===== config.mk =====
export PLATFORM = sky130hd
export DESIGN_NAME = vga_text_writer_flat
export DESIGN_NICKNAME = d
export VERILOG_FILES = /design/src/rtl/vga_text_pkg.sv /design/src/rtl/vga_text_writer_if.sv /design/src/rtl/vga_text_cursor.sv /design/src/rtl/vga_text_writer.sv /design/src/flat_wrapper.sv
export SDC_FILE = /design/constraint.sdc
export NUM_CORES = 1
export LEC_CHECK = 0
export BUFFER_PORTS_ARGS = -buffer_cell sky130_fd_sc_hd__buf_2
export CORE_MARGIN = 4
export CORE_UTILIZATION = 40
export DETAILED_ROUTE_END_ITERATION = 7
export PLACE_DENSITY_LB_ADDON = 0.05
export SLEW_MARGIN = 10
export SYNTH_ARGS = -nofsm -noshare
export SYNTH_HDL_FRONTEND = slang
export SYNTH_SLANG_ARGS = --single-unit

===== constraint.sdc =====
create_clock -name clk -period 3.3 [get_ports clk]
set_input_delay 0.165 -clock clk [delete_from_list [all_inputs] [get_ports clk]]
set_output_delay 0.165 -clock clk [all_outputs]
set_load 0.02 [all_outputs]

===== src/rtl/vga_text_pkg.sv =====
// rtl/vga_text_pkg.sv - shared control codes and state encoding for the text writer
package vga_text_pkg;

    localparam logic [7:0] CH_LF    = 8'h0A;
    localparam logic [7:0] CH_CR    = 8'h0D;
    localparam logic [7:0] CH_BS    = 8'h08;
    localparam logic [7:0] CH_FF    = 8'h0C;
    localparam logic [7:0] CH_SPACE = 8'h20;

    typedef enum logic [1:0] {
        IDLE,
        CLEAR_LINE,
        CLEAR_ALL
    } state_t;

endpackage


===== src/rtl/vga_text_writer_if.sv =====
// rtl/vga_text_writer_if.sv - byte stream handshake into the text writer
interface vga_text_writer_if;
    logic       in_valid;
    logic [7:0] in_data;
    logic       in_ready;

    modport master (output in_valid, output in_data, input in_ready);
    modport slave  (input in_valid, input in_data, output in_ready);
endinterface


===== src/rtl/vga_text_cursor.sv =====
// rtl/vga_text_cursor.sv - cursor column/row registers with incrementally maintained row base address
module vga_text_cursor #(
    parameter int COLS       = 160,
    parameter int ROWS       = 128,
    parameter int col_width  = $clog2(COLS),
    parameter int row_width  = $clog2(ROWS),
    parameter int addr_width = $clog2(COLS * ROWS)
) (
    input  logic                  clk,
    input  logic                  rst_n,
    input  logic                  advance,
    input  logic                  newline,
    input  logic                  cr,
    input  logic                  bs,
    input  logic                  home,
    output logic [col_width-1:0]  col,
    output logic [row_width-1:0]  row,
    output logic [addr_width-1:0] row_base,
    output logic                  wrap
);

    localparam logic [col_width-1:0]  COL_LAST = col_width'(COLS - 1);
    localparam logic [row_width-1:0]  ROW_LAST = row_width'(ROWS - 1);
    localparam logic [addr_width-1:0] ROW_STEP = addr_width'(COLS);

    // An advance from the last column turns into a row advance
    assign wrap = (col == COL_LAST);

    // Cursor update; row_base tracks row*COLS by add/reset so no multiplier is needed
    always_ff @(posedge clk or negedge rst_n) begin
        if (!rst_n) begin
            col      <= '0;
            row      <= '0;
            row_base <= '0;
        end else if (home) begin
            col      <= '0;
            row      <= '0;
            row_base <= '0;
        end else if (newline || (advance && wrap)) begin
            col <= '0;
            if (row == ROW_LAST) begin
                row      <= '0;
                row_base <= '0;
            end else begin
                row      <= row + 1'b1;
                row_base <= row_base + ROW_STEP;
            end
        end else if (advance) begin
            col <= col + 1'b1;
        end else if (cr) begin
            col <= '0;
        end else if (bs && (col != '0)) begin
            col <= col - 1'b1;
        end
    end

endmodule


===== src/rtl/vga_text_writer.sv =====
// rtl/vga_text_writer.sv - byte stream to text buffer writer with cursor, control codes and clears
module vga_text_writer
    import vga_text_pkg::*;
#(
    parameter int h_disp = 1280,
    parameter int v_disp = 1024,
    localparam int COLS            = h_disp / 8,
    localparam int ROWS            = v_disp / 8,
    localparam int col_width       = $clog2(COLS),
    localparam int row_width       = $clog2(ROWS),
    localparam int char_addr_width = $clog2(h_disp * v_disp / 64)
) (
    input  logic                       clk,
    input  logic                       reset,
    vga_text_writer_if.slave           in_if,
    output logic                       we,
    output logic [char_addr_width-1:0] addr_write,
    output logic [7:0]                 char_write,
    output logic [col_width-1:0]       cursor_col,
    output logic [row_width-1:0]       cursor_row,
    output logic                       busy
);

    localparam logic [char_addr_width-1:0] LINE_LAST = char_addr_width'(COLS - 1);
    localparam logic [char_addr_width-1:0] ALL_LAST  = char_addr_width'(COLS * ROWS - 1);

    state_t                     state;
    logic [char_addr_width-1:0] fill;
    logic                       in_ready_q;
    logic [col_width-1:0]       col;
    logic [row_width-1:0]       row;
    logic [char_addr_width-1:0] row_base;
    logic                       wrap;
    logic [char_addr_width-1:0] cur_addr;
    logic                       accept;
    logic [7:0]                 in_byte;
    logic                       is_print;

    assign in_if.in_ready = in_ready_q;
    assign accept         = in_if.in_valid && in_ready_q;
    assign in_byte        = in_if.in_data;
    assign is_print       = (in_byte >= 8'h20) && (in_byte <= 8'h7E);
    assign cur_addr       = row_base + char_addr_width'(col);
    assign cursor_col     = col;
    assign cursor_row     = row;

    vga_text_cursor #(
        .COLS       (COLS),
        .ROWS       (ROWS),
        .col_width  (col_width),
        .row_width  (row_width),
        .addr_width (char_addr_width)
    ) u_cursor (
        .clk      (clk),
        .rst_n    (reset),
        .advance  (accept && is_print),
        .newline  (accept && (in_byte == CH_LF)),
        .cr       (accept && (in_byte == CH_CR)),
        .bs       (accept && (in_byte == CH_BS)),
        .home     (accept && (in_byte == CH_FF)),
        .col      (col),
        .row      (row),
        .row_base (row_base),
        .wrap     (wrap)
    );

    // Writer FSM: byte interpretation in IDLE, one space per cycle while clearing
    always_ff @(posedge clk or negedge reset) begin
        if (!reset) begin
            state      <= CLEAR_ALL;
            fill       <= '0;
            we         <= 1'b0;
            addr_write <= '0;
            char_write <= CH_SPACE;
            in_ready_q <= 1'b0;
            busy       <= 1'b1;
        end else begin
            case (state)
                IDLE: begin
                    we <= 1'b0;
                    if (accept) begin
                        if (is_print) begin
                            we         <= 1'b1;
                            addr_write <= cur_addr;
                            char_write <= in_byte;
                            if (wrap) begin
                                // the cursor's row_base is already on the new row when the clear starts
                                state      <= CLEAR_LINE;
                                fill       <= '0;
                                in_ready_q <= 1'b0;
                                busy       <= 1'b1;
                            end
                        end else if (in_byte == CH_LF) begin
                            state      <= CLEAR_LINE;
                            fill       <= '0;
                            in_ready_q <= 1'b0;
                            busy       <= 1'b1;
                        end else if ((in_byte == CH_BS) && (col != '0)) begin
                            we         <= 1'b1;
                            addr_write <= cur_addr - 1'b1;
                            char_write <= CH_SPACE;
                        end else if (in_byte == CH_FF) begin
                            state      <= CLEAR_ALL;
                            fill       <= '0;
                            in_ready_q <= 1'b0;
                            busy       <= 1'b1;
                        end
                    end
                end
                CLEAR_LINE: begin
                    we         <= 1'b1;
                    addr_write <= row_base + fill;
                    char_write <= CH_SPACE;
                    if (fill == LINE_LAST) begin
                        state      <= IDLE;
                        fill       <= '0;
                        in_ready_q <= 1'b1;
                        busy       <= 1'b0;
                    end else begin
                        fill <= fill + 1'b1;
                    end
                end
                CLEAR_ALL: begin
                    we         <= 1'b1;
                    addr_write <= fill;
                    char_write <= CH_SPACE;
                    if (fill == ALL_LAST) begin
                        state      <= IDLE;
                        fill       <= '0;
                        in_ready_q <= 1'b1;
                        busy       <= 1'b0;
                    end else begin
                        fill <= fill + 1'b1;
                    end
                end
                default: begin
                    state      <= CLEAR_ALL;
                    fill       <= '0;
                    we         <= 1'b0;
                    in_ready_q <= 1'b0;
                    busy       <= 1'b1;
                end
            endcase
        end
    end

endmodule

===== src/flat_wrapper.sv =====
// flat-port wrapper written by rule: the top's interface ports become plain ports
module vga_text_writer_flat import vga_text_pkg::*;
#(
    parameter int h_disp = 1280,
    parameter int v_disp = 1024,
    localparam int COLS            = h_disp / 8,
    localparam int ROWS            = v_disp / 8,
    localparam int col_width       = $clog2(COLS),
    localparam int row_width       = $clog2(ROWS),
    localparam int char_addr_width = $clog2(h_disp * v_disp / 64)
)
  (clk, reset, we, addr_write, char_write, cursor_col, cursor_row, busy, in_if_in_valid, in_if_in_data, in_if_in_ready);
  vga_text_writer_if in_if_i ();
  input  logic clk;
  input  logic reset;
  output logic we;
  output logic [char_addr_width-1:0] addr_write;
  output logic [7:0] char_write;
  output logic [col_width-1:0] cursor_col;
  output logic [row_width-1:0] cursor_row;
  output logic busy;
  input wire logic [$bits(in_if_i.in_valid)-1:0] in_if_in_valid;
  input wire logic [$bits(in_if_i.in_data)-1:0] in_if_in_data;
  output wire logic [$bits(in_if_i.in_ready)-1:0] in_if_in_ready;
  assign in_if_i.in_valid = in_if_in_valid;
  assign in_if_i.in_data = in_if_in_data;
  assign in_if_in_ready = in_if_i.in_ready;
  vga_text_writer #(.h_disp(h_disp), .v_disp(v_disp)) u_core (.clk(clk), .reset(reset), .in_if(in_if_i), .we(we), .addr_write(addr_write), .char_write(char_write), .cursor_col(cursor_col), .cursor_row(cursor_row), .busy(busy));
endmodule

==> metrics.txt, run 1 <==
required time of the critical path between 3000 and 4000 ps; power share of the clock group between 50 and 60%; vias per cell 5.84; Vias 4604; Root Driver clkbuf_16; Largest stage delay, worst path ~630 ps; PostCTS Resize Cnt 0; Initial Util approximately 41%; chip width approximately 120 um; routed length on met2 between 6 and 7 mm; Switching Share ~23%; crit end category flip-flop; post-synthesis sequential element count 68; cell depth of the worst setup path 7; Switch Pwr roughly 430 uW; area of the multi-input gates a little over 3000 um^2; Post-synth top flop dfrtp_1; Metal-1 WL 6.70 mm; crit-path cells nor2_1 > nor4b_2 > a2111o_1 > a31o_2 > a211oi_1 > a41o_1 > nor3_1; Skew-Pair Late Insertion Delay about 340 ps; grt ovf 0; vias in the first global route about 4500; first-pass GRT wire length around 24 mm; number of clock sinks between 60 and 70; Final #Nets roughly 670; Seq pwr share ~45%; critical path arrival ~3100 ps; core box area 12000 um^2; final hold slack roughly 96 ps; slew margin rel. roughly 55%; Max Used Layer met4; DP Wirelength 10.1 mm; DIE AREA around 14000 um^2; worst slew pin tran between 600 and 700 ps; Area Growth Syn to Fin 14.5%; WL/cell roughly 17 um; Leak 2.54 nW; drt drc 0; P_int ~1.5 mW; DRT Wirelength roughly 14 mm; synth unique cells 74; routability congestion estimate between 0.8 and 0.9; sequential-to-total area share from yosys stat 34.7%; site row count 40; Final min period between 2000 and 3000 ps; startpoint types flip-flop; CP max FO 33; syn nets roughly 630; post-synthesis cell count 590; post-route setup TNS 0 ps; Post-synth EDFFs 0; WS Path Type flip-flop to flip-flop; Max Slew Vio Count 0; pin count of the biggest net entering global routing 34; GRT Total Usage about 21%; final setup fails 0; VDD IR max around 230 uV; Hold Path Class primary input to flip-flop; pwr/cell area roughly 330 nW/um^2; Worst path slowest cell a31o_2; WHS Path Cells 3; CTS tree built; register area approximately 1700 um^2; FILL cells 1217; chip height about 120 um; fmax ~350 MHz; Iteration-0 DRC Markers between 300 and 400; Max Root-Sink Buffers 2; Reg clk slew, reported paths roughly 60 ps; outcome finished clean; antenna cells 0; Final Hold Viols 0; num ports 52; antenna-violating nets left 0; share of cells above drive strength 1 16.2%; Num CTS Buffers 9; synthesized cell area just under 5000 um^2; metal3 WL between 600 and 700 um; Buf/Inv on CP 0; PortBufs 51; asr flop ratio synth 100%; initial antenna violation count 0; Synth Area per Inst roughly 8.3 um^2; Logic pwr share 2.6%; CP delay by family, top compound AO/OA/AOI/OAI gates; reg2reg path depth 7; period utilization a little under 90%; Layout Skew roughly 5.7 ps; H-tree Lvls 3; Yosys warnings 0; DRT Pass-1 Iters 5; RSZ-0062 raised after global routing false; Max-Cap Viols 0
[power by group through the flow]
stage          Clock [mW]  Sequential (mW)  Combinational [mW]
3_3_place_gp            0            0.849              0.0484
4_1_cts              1.02            0.834              0.0498
3_5_place_dp            0            0.849              0.0488
2_1_floorplan           0            0.849              0.0146
5_1_grt              1.05            0.834              0.0569
6_report            0.993            0.834              0.0490
[worst reg2reg max path: cells and delay by family, from the launching register on]
family          cells  cell delay (ps)
simple gates        3              950
flops               1              510
compound gates      4             1330
[area by class of cell]
type	instances	area share, %
Sequential cell	68	30.3
Multi-Input combinational cell	480	53.9
Timing Repair Buffer	63	6.18
Clock buffer	10	4.25
Clock inverter	6	1.13
Tap cell	147	3.27
Inverter	14	0.934
[Yosys cell counts, types with 4 or more instances]
master     n  area, um^2
buf_2      5        25.0
o21ai_0   50         250
inv_1     14        52.6
nand4_1    9        56.3
nand3b_1   4        30.0
a22oi_1    5        37.5
a211oi_1   6        45.0
xnor2_1   17         149
dfrtp_1   65        1630
nor2b_1    4        25.0
nor3_1    18        90.1
nand2_1   73         274
o31ai_1   10        75.1
nor2_1    50         188
a31oi_1    6        37.5
xor2_1    14         123
a21o_1     4        30.0
clkbuf_1  19        71.3
a21oi_1   30         150
mux2i_1    4        40.0
or4_1      5        37.5
o21ai_1   16        80.1
ha_1      24         300
and2_1     9        56.3
nor4_1     5        31.3
nand3_1   37         185
and3_1     9        56.3
mux2_2     4        45.0
nand2b_1   5        31.3
[path summary, 6_finish.rpt]
| check | end | slack [ps] | start |
|---|---|---|---|
| worst max register to register | u_core.addr_write[10] | 440 | u_core.u_cursor.col[2] |
| worst min-delay path | u_core.char_write[6] | 100 | in_if_in_data[6] |
| worst min register to register | u_core.char_write[1] | 470 | u_core.char_write[1] |
| max in group asynchronous | u_core.state[1] | 2180 | reset |
| worst max-delay path | u_core.addr_write[10] | 440 | u_core.u_cursor.col[2] |
| min in group asynchronous | u_core.char_write[1] | 310 | reset |
[registers in the layout, indices dropped and copies added (netlist names), 2 cells and up]
name                      count
u_core.char_write             8
u_core.u_cursor.row_base     10
u_core.addr_write            15
u_core.fill                  15
u_core.u_cursor.row           7
u_core.state                  2
u_core.u_cursor.col           8
[through the flow]
step / worst slack (ps) / util [%] / instance area (um^2) / power, mW / std cells
finish: 437 / 46.9 / 5630 / 1.88 / 788
detailed placement: 467 / 44.3 / 5320 / 0.898 / 771
global route: 146 / 46.9 / 5630 / 1.94 / 788
CTS: 415 / 46.9 / 5630 / 1.90 / 788
global placement: 571 / 44.3 / 5320 / 0.897 / 771
floorplan: 838 / - / 4920 / 0.864 / 590
[layout by cell type, fill, tap and decap left out, types with 5 or more instances in the layout]
cell       netlist  final
a211oi_1         6      6
a21oi_1         30     30
a22oi_1          5      5
a31oi_1          6      6
and2_1           9      9
and3_1           9      9
buf_2            5     51
buf_4            3     11
clkbuf_16        0      9
dfrtp_1         65     65
ha_1            24     24
inv_1           14     14
nand2_1         73     73
nand2b_1         5      5
nand3_1         37     37
nand4_1          9      9
nor2_1          50     50
nor3_1          18     18
nor4_1           5      5
o21ai_0         50     50
o21ai_1         16     16
o31ai_1         10     10
or4_1            5      5
xnor2_1         17     17
xor2_1          14     14
[routing by layer]
metal	vias up	GRT usage (%)
met1	2218	29.2
li1	2257	-
met5	-	0
met3	20	4.84
met2	109	32.0
met4	0	4.49
[logic make-up after synthesis]
family	share of synthesized area (%)
buffers and inverters	3.56
adders and majority gates	6.11
and+or+nand+nor	24.3
AOI/OAI and AO/OA	24.0
other	0.0763
xor gates and xnor gates	5.52
DFF	34.7
muxes	1.73
[timing repair]
item | 4_1_cts | 5_1_grt
endpoints found under the setup margin | 0 | 0
hold endpoints to repair | 16 | 0
setup buffers | 0 | 0
hold buffers | 1 | 0
Note: power is estimated with default switching activity, not from simulation.
==> run 2: changes to the inputs <==
--- a/config.mk
+++ b/config.mk
@@ -10,6 +10,7 @@
 export CORE_UTILIZATION = 40
 export DETAILED_ROUTE_END_ITERATION = 7
 export PLACE_DENSITY_LB_ADDON = 0.05
+export REMOVE_ABC_BUFFERS = 1
 export SLEW_MARGIN = 10
 export SYNTH_ARGS = -nofsm -noshare
 export SYNTH_HDL_FRONTEND = slang
==> run 2 against run 1 <==
Compared with the run above:
- first-iteration DRC count fell by 17%
- sequential power barely moved
- worst hold slack barely moved
- die area did not move
- largest power group unchanged
- worst setup slack got worse by 35 ps
- non-clock buffer count rose by 2
- highest routed layer unchanged
- critical endpoint is now u_core.u_cursor.row_base[9]
- sequential share of layout area barely moved
- clock power fell by 1%
- via count fell by 0.96%
- global-route usage fell by 0.73 points
==> metrics.txt, run 2 (same netlist as run 1, synthesis figures left out) <==
most frequent cells in the layout nand2_1 (73), dfrtp_1 (65), buf_2 (51); Max-Cap Viols 0 (unchanged); Final #Nets 673 (+0.30%); site row count 40 (unchanged); chip height 119 um (unchanged); pin count of the biggest net entering global routing 52 (+53%); startpoint types flip-flop; FILL cells 1187 (-2.5%); Vias 4560 (-0.96%); Leak 2.55 nW (+0.50%); CP max FO 15 (-55%); number of clock sinks 68 (unchanged); Layout Skew 8.60 ps (+2.89 ps); Reg clk slew, reported paths 60 ps (about the same); register area 1710 um^2 (unchanged); WL/cell 17.0 um (-2.7%); Area Growth Syn to Fin 14.6%; Reg2Reg Setup Slack 400 ps (-40 ps); crit end category flip-flop; period utilization 87.8% (+1.1 points); first-pass GRT wire length 23.0 mm (-2.9%); required time of the critical path 3530 ps (-30 ps); PortBufs 51 (unchanged); initial antenna violation count 0 (unchanged); Top Registers u_core.addr_write (15), u_core.fill (15), u_core.u_cursor.row_base (10); fmax 345 MHz (-1.2%); GRT Total Usage 19.8% (-0.73 points); Iteration-0 DRC Markers 322 (-17%); RSZ-0062 raised after global routing false; core box area 12000 um^2 (unchanged); commonest non-fill, non-tap cell in the layout nand2_1; fin worst setup slack 402 ps (-35.1 ps); outcome finished clean; drt drc 0 (unchanged); vias per cell 5.78 (-1.1%); Max Root-Sink Buffers 2 (unchanged); VDD IR max 194 uV (-15%); grt ovf 0 (unchanged); antenna cells 0 (unchanged); pwr/cell area 330 nW/um^2 (-0.96%); chip width 119 um (unchanged); area of the multi-input gates 3040 um^2 (unchanged); Final min period 2900 ps (+35.1 ps); worst slew pin tran 790 ps (+110 ps); postcts setup bufs 0 (unchanged); Hold Path Class primary input to flip-flop; Final Hold Viols 0 (unchanged); Skew-Pair Late Insertion Delay 340 ps (about the same); Pwr Total 1.86 mW (-0.83%); post-route setup TNS 0 ps (unchanged); DRT Wirelength 13.4 mm (-2.5%); slew margin rel. 47.4% (-7.3 points); H-tree Lvls 3 (unchanged); routability congestion estimate 0.921 (+8.3%); DP Wirelength 9.83 mm (-2.8%); vias in the first global route 4431 (-1.2%); final setup fails 0 (unchanged); Root Driver clkbuf_16; DIE AREA 14100 um^2 (unchanged); Num CTS Buffers 9 (unchanged); num ports 52 (unchanged); WS Path Type flip-flop to flip-flop; DRT Pass-1 Iters 6 (+1); critical path arrival 3130 ps (about the same); Max Slew Vio Count 0 (unchanged); Initial Util 40.9% (unchanged); CTS tree built; DP Worst Slack 456 ps (-10.9 ps); antenna-violating nets left 0 (unchanged); share of cells above drive strength 1 16.0% (-0.18 points)
run 2: layout make-up:
class | instances | share of cell area [%]
well taps | 147 | 3.26
repair buffers | 65 | 6.44
inverters | 14 | 0.932
clock buffers | 13 | 4.62
multi-input cells | 480 | 53.9
clock inverters | 2 | 0.622
flip-flops and latches | 68 | 30.3
run 2: power by group:
part	switching, mW	total (mW)	internal [mW]
logic	0.0349	0.0469	0.0120
registers	0	0.834	0.834
clock network	0.358	0.979	0.622
run 2: per-stage QoR:
stage	utilization [%]	hold slack, ps	std cells	cell area [um^2]
after global placement	44.4	118	773	5330
after CTS	46.9	88.4	789	5640
after detailed placement	44.4	127	773	5330
after floorplan	-	-131	562	4790
after global routing	46.9	89.9	789	5640
final	46.9	95.7	789	5640
run 2: final timing paths:
kind	start	endpoint	cells past startpoint
worst max register to register	u_core.u_cursor.col[3]	u_core.u_cursor.row_base[9]	6
worst min-delay path	in_if_in_data[3]	u_core.char_write[3]	3
max in group asynchronous	reset	u_core.u_cursor.row[3]	3
worst min register to register	u_core.char_write[3]	u_core.char_write[3]	2
worst max-delay path	u_core.u_cursor.col[3]	u_core.u_cursor.row_base[9]	6
min in group asynchronous	reset	u_core.u_cursor.col[2]	2
run 2: worst max-delay path, cell delays in order (launching register included):
cell and delay (ps):
dfrtp_1 620, and3_1 380, nand2_1 150, or4_1 530, a21oi_1 490, nand2_2 290
o41ai_2 330
run 2: routing by layer:
layer	track usage (%)	vias to the layer above	routed length (um)
li1	-	2270	-
met1	27.8	2171	6560
met2	31.1	109	6080
met3	4.18	10	594
met4	5.43	0	168
met5	0	-	0
run 2: timing repair:
action,CTS,global route
hold buffers,1,0
gates resized for setup,0,0
endpoints found under the hold margin,17,0
